<file path="config.mk">
export PLATFORM = sky130hd
export DESIGN_NAME = mc_req_buf
export DESIGN_NICKNAME = d
export VERILOG_FILES = /design/src/rtl/mc_req_pkg.sv /design/src/rtl/mc_req_fifo.sv /design/src/rtl/mc_req_buf.sv
export SDC_FILE = /design/constraint.sdc
export NUM_CORES = 1
export LEC_CHECK = 0
export ABC_AREA = 1
export ABC_CLOCK_PERIOD_IN_PS = 7200
export CORE_ASPECT_RATIO = 0.7
export CORE_MARGIN = 10
export CORE_UTILIZATION = 45
export CTS_CLUSTER_DIAMETER = 40
export DETAILED_ROUTE_END_ITERATION = 7
export PLACE_DENSITY_LB_ADDON = 0.1
export SYNTH_ARGS = -nofsm -noshare
export SYNTH_HDL_FRONTEND = slang
export SYNTH_SLANG_ARGS = --single-unit
</file>
<file path="constraint.sdc">
create_clock -name clk -period 7.2 [get_ports clk]
set_input_delay 2.16 -clock clk [delete_from_list [all_inputs] [get_ports clk]]
set_output_delay 2.16 -clock clk [all_outputs]
set_load 0.01 [all_outputs]
</file>
<file path="src/rtl/mc_req_pkg.sv">
// mc_req_pkg: shared request entry, FSM state and helpers for the MC request buffer.
package mc_req_pkg;
  localparam int REQ_W = 116;
  localparam int VADR_W = 48;
  typedef enum logic [1:0] {RUN, DRAIN, DONE} state_t;
  typedef struct packed {
    logic typ;
    logic [VADR_W-1:0] vadr;
    logic [1:0] size;
    logic flush;
    logic [63:0] wrd_rdctl;
  } req_t;
  function automatic logic [31:0] sat_inc(logic [31:0] v, logic en);
    return (en && v != '1) ? v + 32'd1 : v;
  endfunction
endpackage

</file>
<file path="src/rtl/mc_req_fifo.sv">
// mc_req_fifo: synchronous first-word-fall-through FIFO with occupancy count.
// A push on a full FIFO is taken only if a pop frees the slot in the same cycle.
module mc_req_fifo #(
  parameter int DEPTH = 16,
  parameter int W = 116
) (
  input  logic clk,
  input  logic reset_n,
  input  logic push,
  input  logic pop,
  input  logic [W-1:0] din,
  output logic [W-1:0] dout,
  output logic [$clog2(DEPTH):0] count,
  output logic full,
  output logic empty
);
  localparam int AW = $clog2(DEPTH);
  logic [W-1:0] mem [DEPTH];
  logic [AW-1:0] wr_ptr, rd_ptr;
  logic wr_en, rd_en;
  assign rd_en = pop && !empty;
  assign wr_en = push && (!full || rd_en);
  assign full = count == (AW+1)'(DEPTH);
  assign empty = count == '0;
  assign dout = mem[rd_ptr];
  always_ff @(posedge clk)
    if (wr_en) mem[wr_ptr] <= din;
  always_ff @(posedge clk or negedge reset_n)
    if (!reset_n) begin
      wr_ptr <= '0;
      rd_ptr <= '0;
      count <= '0;
    end else begin
      wr_ptr <= wr_ptr + AW'(wr_en);
      rd_ptr <= rd_ptr + AW'(rd_en);
      count <= count + (AW+1)'(wr_en) - (AW+1)'(rd_en);
    end
endmodule

</file>
<file path="src/rtl/mc_req_buf.sv">
// mc_req_buf: in-order load/store request buffer between the personality and its MC port.
// Optional MC_REQ_BUF_STATS_EN adds saturating issue/blocked statistics counters.
module mc_req_buf
  import mc_req_pkg::*;
#(
  parameter int DEPTH = 16,
  parameter int SKID = 4,
  parameter int MAX_OUTST = 256,
  parameter int CNT_W = 9
) (
  input  logic clk,
  input  logic reset_n,
  input  logic up_req_ld,
  input  logic up_req_st,
  input  logic [47:0] up_req_vadr,
  input  logic [1:0] up_req_size,
  input  logic up_req_flush,
  input  logic [63:0] up_req_wrd_rdctl,
  output logic up_rd_rq_stall,
  output logic up_wr_rq_stall,
  output logic mc_req_ld,
  output logic mc_req_st,
  output logic [47:0] mc_req_vadr,
  output logic [1:0] mc_req_size,
  output logic mc_req_flush,
  output logic [63:0] mc_req_wrd_rdctl,
  input  logic mc_rd_rq_stall,
  input  logic mc_wr_rq_stall,
  input  logic mc_rsp_push,
  input  logic quiesce_req,
  output logic quiesce_ack,
  output logic [CNT_W-1:0] outst_cnt,
  output logic err,
  output logic [31:0] stat_ld,
  output logic [31:0] stat_st,
  output logic [31:0] stat_blk
);
  localparam int CW = $clog2(DEPTH) + 1;
  req_t din, head;
  state_t state, state_nxt;
  logic [CW-1:0] count;
  logic push, full, empty, rd_stl_q, wr_stl_q, head_blk, issue, issue_ld, rsp_ok, up_stl, run;
  assign push = up_req_ld | up_req_st;
  assign din = {up_req_st, up_req_vadr, up_req_size, up_req_flush, up_req_wrd_rdctl};
  mc_req_fifo #(.DEPTH(DEPTH), .W(REQ_W)) u_fifo (
    .clk(clk),
    .reset_n(reset_n),
    .push(push),
    .pop(issue),
    .din(din),
    .dout(head),
    .count(count),
    .full(full),
    .empty(empty)
  );
  // Loads also wait on the outstanding cap; the head blocks everything behind it.
  assign head_blk = head.typ ? wr_stl_q : (rd_stl_q || outst_cnt >= CNT_W'(MAX_OUTST));
  assign issue = !empty && !head_blk;
  assign issue_ld = issue && !head.typ;
  assign rsp_ok = mc_rsp_push && outst_cnt != '0;
  assign up_rd_rq_stall = up_stl;
  assign up_wr_rq_stall = up_stl;
  always_ff @(posedge clk or negedge reset_n)
    if (!reset_n) begin
      rd_stl_q <= 1'b0;
      wr_stl_q <= 1'b0;
      up_stl <= 1'b0;
      mc_req_ld <= 1'b0;
      mc_req_st <= 1'b0;
      mc_req_vadr <= '0;
      mc_req_size <= '0;
      mc_req_flush <= 1'b0;
      mc_req_wrd_rdctl <= '0;
      outst_cnt <= '0;
      err <= 1'b0;
    end else begin
      rd_stl_q <= mc_rd_rq_stall;
      wr_stl_q <= mc_wr_rq_stall;
      up_stl <= count >= CW'(DEPTH - SKID) || !run;
      mc_req_ld <= issue_ld;
      mc_req_st <= issue && head.typ;
      if (issue) begin
        mc_req_vadr <= head.vadr;
        mc_req_size <= head.size;
        mc_req_flush <= head.flush;
        mc_req_wrd_rdctl <= head.wrd_rdctl;
      end
      outst_cnt <= outst_cnt + CNT_W'(issue_ld) - CNT_W'(rsp_ok);
      err <= err || (push && full && !issue) || (mc_rsp_push && outst_cnt == '0);
    end
  always_ff @(posedge clk or negedge reset_n)
    if (!reset_n) state <= RUN;
    else state <= state_nxt;
  always_comb begin
    state_nxt = state;
    case (state)
      RUN: state_nxt = quiesce_req ? DRAIN : RUN;
      DRAIN: state_nxt = !quiesce_req ? RUN : (empty && outst_cnt == '0) ? DONE : DRAIN;
      DONE: state_nxt = quiesce_req ? DONE : RUN;
      default: state_nxt = RUN;
    endcase
  end
  always_comb begin
    run = state == RUN;
    quiesce_ack = state == DONE && quiesce_req;
  end
`ifdef MC_REQ_BUF_STATS_EN
  logic clr;
  assign clr = run && quiesce_req;
  always_ff @(posedge clk or negedge reset_n)
    if (!reset_n) begin
      stat_ld <= '0;
      stat_st <= '0;
      stat_blk <= '0;
    end else if (clr) begin
      stat_ld <= '0;
      stat_st <= '0;
      stat_blk <= '0;
    end else begin
      stat_ld <= sat_inc(stat_ld, issue_ld);
      stat_st <= sat_inc(stat_st, issue && head.typ);
      stat_blk <= sat_inc(stat_blk, !empty && head_blk);
    end
`else
  assign stat_ld = '0;
  assign stat_st = '0;
  assign stat_blk = '0;
`endif
endmodule

</file>
==> impl_metrics.json <==
{
  "whs_endpoint": "mc_req_wrd_rdctl[37]",
  "cts_tree": "built",
  "power_mw": 40.3,
  "drc": 0,
  "powerDensity_nw_per_um2": 443,
  "worst_setup_path_end_kind": "output port",
  "numCtsBuffers": 211,
  "cts.path.max_buffers": 3,
  "grt_use_total_pct": 22.0,
  "yosysUniqueCellTypes": 32,
  "hp-class": "reg -> reg",
  "fp.dieW_um": 522,
  "coreArea_um2": 175000,
  "rrSetupSlack_ns": 1.95,
  "start_util_pct": 45.5,
  "io_buffers": 252,
  "peakVddDrop_mv": 0.435,
  "die_y_um": 372,
  "root_buffer": "clkbuf_16",
  "post_cts_buffers": 0,
  "comb_power_share_pct": 34.0,
  "slew_viol_final": 0,
  "maxCapViolCount": 0,
  "rows": 128,
  "hp-start": "mc_req_wrd_rdctl[37]",
  "routed_via_density": 5.59,
  "avgSynthCellArea_um2": 12.8,
  "worstSetupPathType": "in -> out",
  "grt_pass1_wl_um": 325000,
  "hold_depth": 2,
  "vias": 49479,
  "hpwl_um": 111000,
  "ys_seq_elements": 2001,
  "worst_pin_slew_ns": 1.27,
  "power_switching_mw": 15.1,
  "die_area_um2": 194000,
  "cts_max_level": 4,
  "numClockSinks": 2001,
  "p_leak_nw": 30.5,
  "ys_seq_area_share_pct": 74.7,
  "fmax_mhz": 181,
  "grt_overflow": 0,
  "rr_worst_depth": 18,
  "multi_input_area_um2": 17800,
  "clock_latency_ns": 0.83,
  "antenna_found_initial": 27,
  "seqCellArea_um2": 59400,
  "clk_pin_slew_ns": 0.06,
  "swShare_pct": 37.4,
  "internal-power_mw": 25.2,
  "dpl_cell_area_um2": 83900,
  "nFillCells": 14812,
  "critPathRequiredTime_ns": 5.04,
  "final_util_pct": 52.1,
  "mappedNetlistArea_um2": 79500,
  "power_frac_seq_pct": 38.5,
  "pwr-share-clk_pct": 27.4,
  "wl_um": 220000,
  "relSlewSlack_pct": 15.4,
  "area_growth_pct": 14.5,
  "hold_viol": 0,
  "ant_nets": 0,
  "period_needed_ns": 5.53,
  "report.final.setup_viol": 0,
  "grt_max_degree": 226,
  "outcome": "finished, final reports clean",
  "syn_inst": 6198,
  "final_area_um2": 91000,
  "arrival_ns": 3.37,
  "rsz0062_at_grt": "no",
  "final_net_count": 6473,
  "num_io_pins": 349,
  "synth_warnings": 0,
  "path_max_fanout": 2,
  "drive_gt1_share_pct": 6.85,
  "drt_iter0_drc": 5107,
  "gp_congestion": 0.747,
  "grt_pass1_vias": 47353,
  "finClkSkew_ns": 0.0304,
  "postCtsHoldBufs": 0,
  "crit_path_start_kind": "input port",
  "worstReg2RegEnd": "u_fifo.count[4]",
  "finalCritPeriodShare_pct": 76.9,
  "reg2reg_from": "u_fifo.rd_ptr[0]",
  "cts.repair.resized": 0,
  "avgRoutedWirePerCell_um": 24.8,
  "drt-pass1-iter-count": 5
}
state kept, by name (all words and copies together), names as in the netlist, 2 cells and up:
signal	count
u_fifo.mem	1856
mc_req_wrd_rdctl	64
mc_req_vadr	48
outst_cnt	9
u_fifo.count	5
u_fifo.rd_ptr	4
u_fifo.wr_ptr	4
mc_req_size	2
state	2
synth_stat cells:
cell,number,area [um2]
nand4_1,3,18.8
conb_1,1,3.75
nand2_4,1,11.3
a221oi_1,1,8.76
clkbuf_1,250,938
o21ai_1,386,1930
dfrtp_1,145,3630
nor2_1,1413,5300
nand2_1,394,1480
a31oi_1,1,6.26
fa_1,2,40.0
nand2_2,2,12.5
buf_2,39,195
nor4_1,1,6.26
o21ai_0,537,2690
inv_2,7,26.3
ha_1,24,300
buf_1,77,289
xnor2_1,2,17.5
o311ai_0,1,8.76
inv_1,53,199
a2111oi_0,1,8.76
xor2_1,13,114
a21oi_1,8,40.0
edfxtp_1,1856,55700
a21o_1,1,7.51
o41ai_1,1,8.76
buf_6,11,124
buf_4,140,1050
nand3_2,1,10.0
o211ai_1,460,3450
nand3_1,366,1830
how the worst max path moves through the flow:
stage | start | endpoint | depth (start not counted)
2_1_floorplan | up_req_st | u_fifo.mem[10][0] | 5
3_3_place_gp | up_req_st | u_fifo.mem[8][56] | 6
3_5_place_dp | up_req_st | u_fifo.mem[8][56] | 6
4_1_cts | quiesce_req | quiesce_ack | 4
5_1_grt | u_fifo.rd_ptr[0] | mc_req_vadr[25] | 10
6_report | quiesce_req | quiesce_ack | 4
placed cells by master, fill, tap and decap left out, drive strengths merged:
cell type      synthesis  layout
a2111oi                1       1
a21o                   1       1
a21oi                  8       8
a221oi                 1       1
a31oi                  1       1
buf                  267      83
bufinv                 0      22
clkbuf               250     262
clkdlybuf4s50          0     251
clkinv                 0      74
clkinvlp               0      22
conb                   1      96
dfrtp                145     145
diode                  0      10
edfxtp              1856    1856
fa                     2       2
ha                    24      24
inv                   60      78
nand2                397     397
nand3                367     367
nand4                  3       3
nor2                1413    1413
nor4                   1       1
o211ai               460     460
o21ai                923     923
o311ai                 1       1
o41ai                  1       1
xnor2                  2       2
xor2                  13      13
logic make-up (layout without fill, tap and decap cells):
| logic type | after synthesis | after routing | share of synthesized area [%] |
|---|---|---|---|
| buf+inv | 577 | 792 | 3.55 |
| other cells | 1 | 106 | 0.00472 |
| xor+xnor | 15 | 15 | 0.165 |
| compound gates | 1397 | 1397 | 10.3 |
| simple gates | 2181 | 2181 | 10.9 |
| fa+ha+maj | 26 | 26 | 0.428 |
| flops | 2001 | 2001 | 74.7 |
power groups by stage:
stage | clock, mW | sequential, mW | combinational [mW]
after global routing | 11.8 | 15.7 | 15.2
after global placement | 0 | 15.8 | 13.8
final | 11.1 | 15.5 | 13.7
after detailed placement | 0 | 15.8 | 13.8
after CTS | 11.3 | 15.6 | 13.9
after floorplan | 0 | 15.9 | 8.68
per-layer routing:
layer | wire [um] | global-route usage, % | part of all wire, %
met1 | 102000 | 33.3 | 46
met2 | 98100 | 32.9 | 45
met3 | 16100 | 4.54 | 7.3
met4 | 4020 | 4.85 | 1.8
met5 | 111 | 0 | 0.050
layout make-up:
class | instances | share of cell area (%)
well taps | 2340 | 3.22
multi-input cells | 3715 | 19.6
diodes | 10 | 0.0275
flip-flops and latches | 2001 | 65.3
clock inverters | 136 | 1.58
repair buffers | 335 | 3.85
clock buffers | 261 | 6.21
inverters | 60 | 0.286
worst max-delay path, stage by stage:
cell	delay (ns)
clkdlybuf4s50_1	0.48
nand3_1	0.11
inv_1	0.09
clkdlybuf4s50_1	0.53
per-stage QoR:
step	hold WS, ns	instances	setup TNS (ns)	setup WS (ns)
floorplan	0.452	6293	-1332.65	-0.796
global placement	0.458	8451	0	1.32
detailed placement	0.459	8451	0	1.32
CTS	0.474	8848	0	1.66
global route	0.487	8853	0	1.54
finish	0.466	8858	0	1.67
No activity file was read; power rests on OpenSTA's default activity.
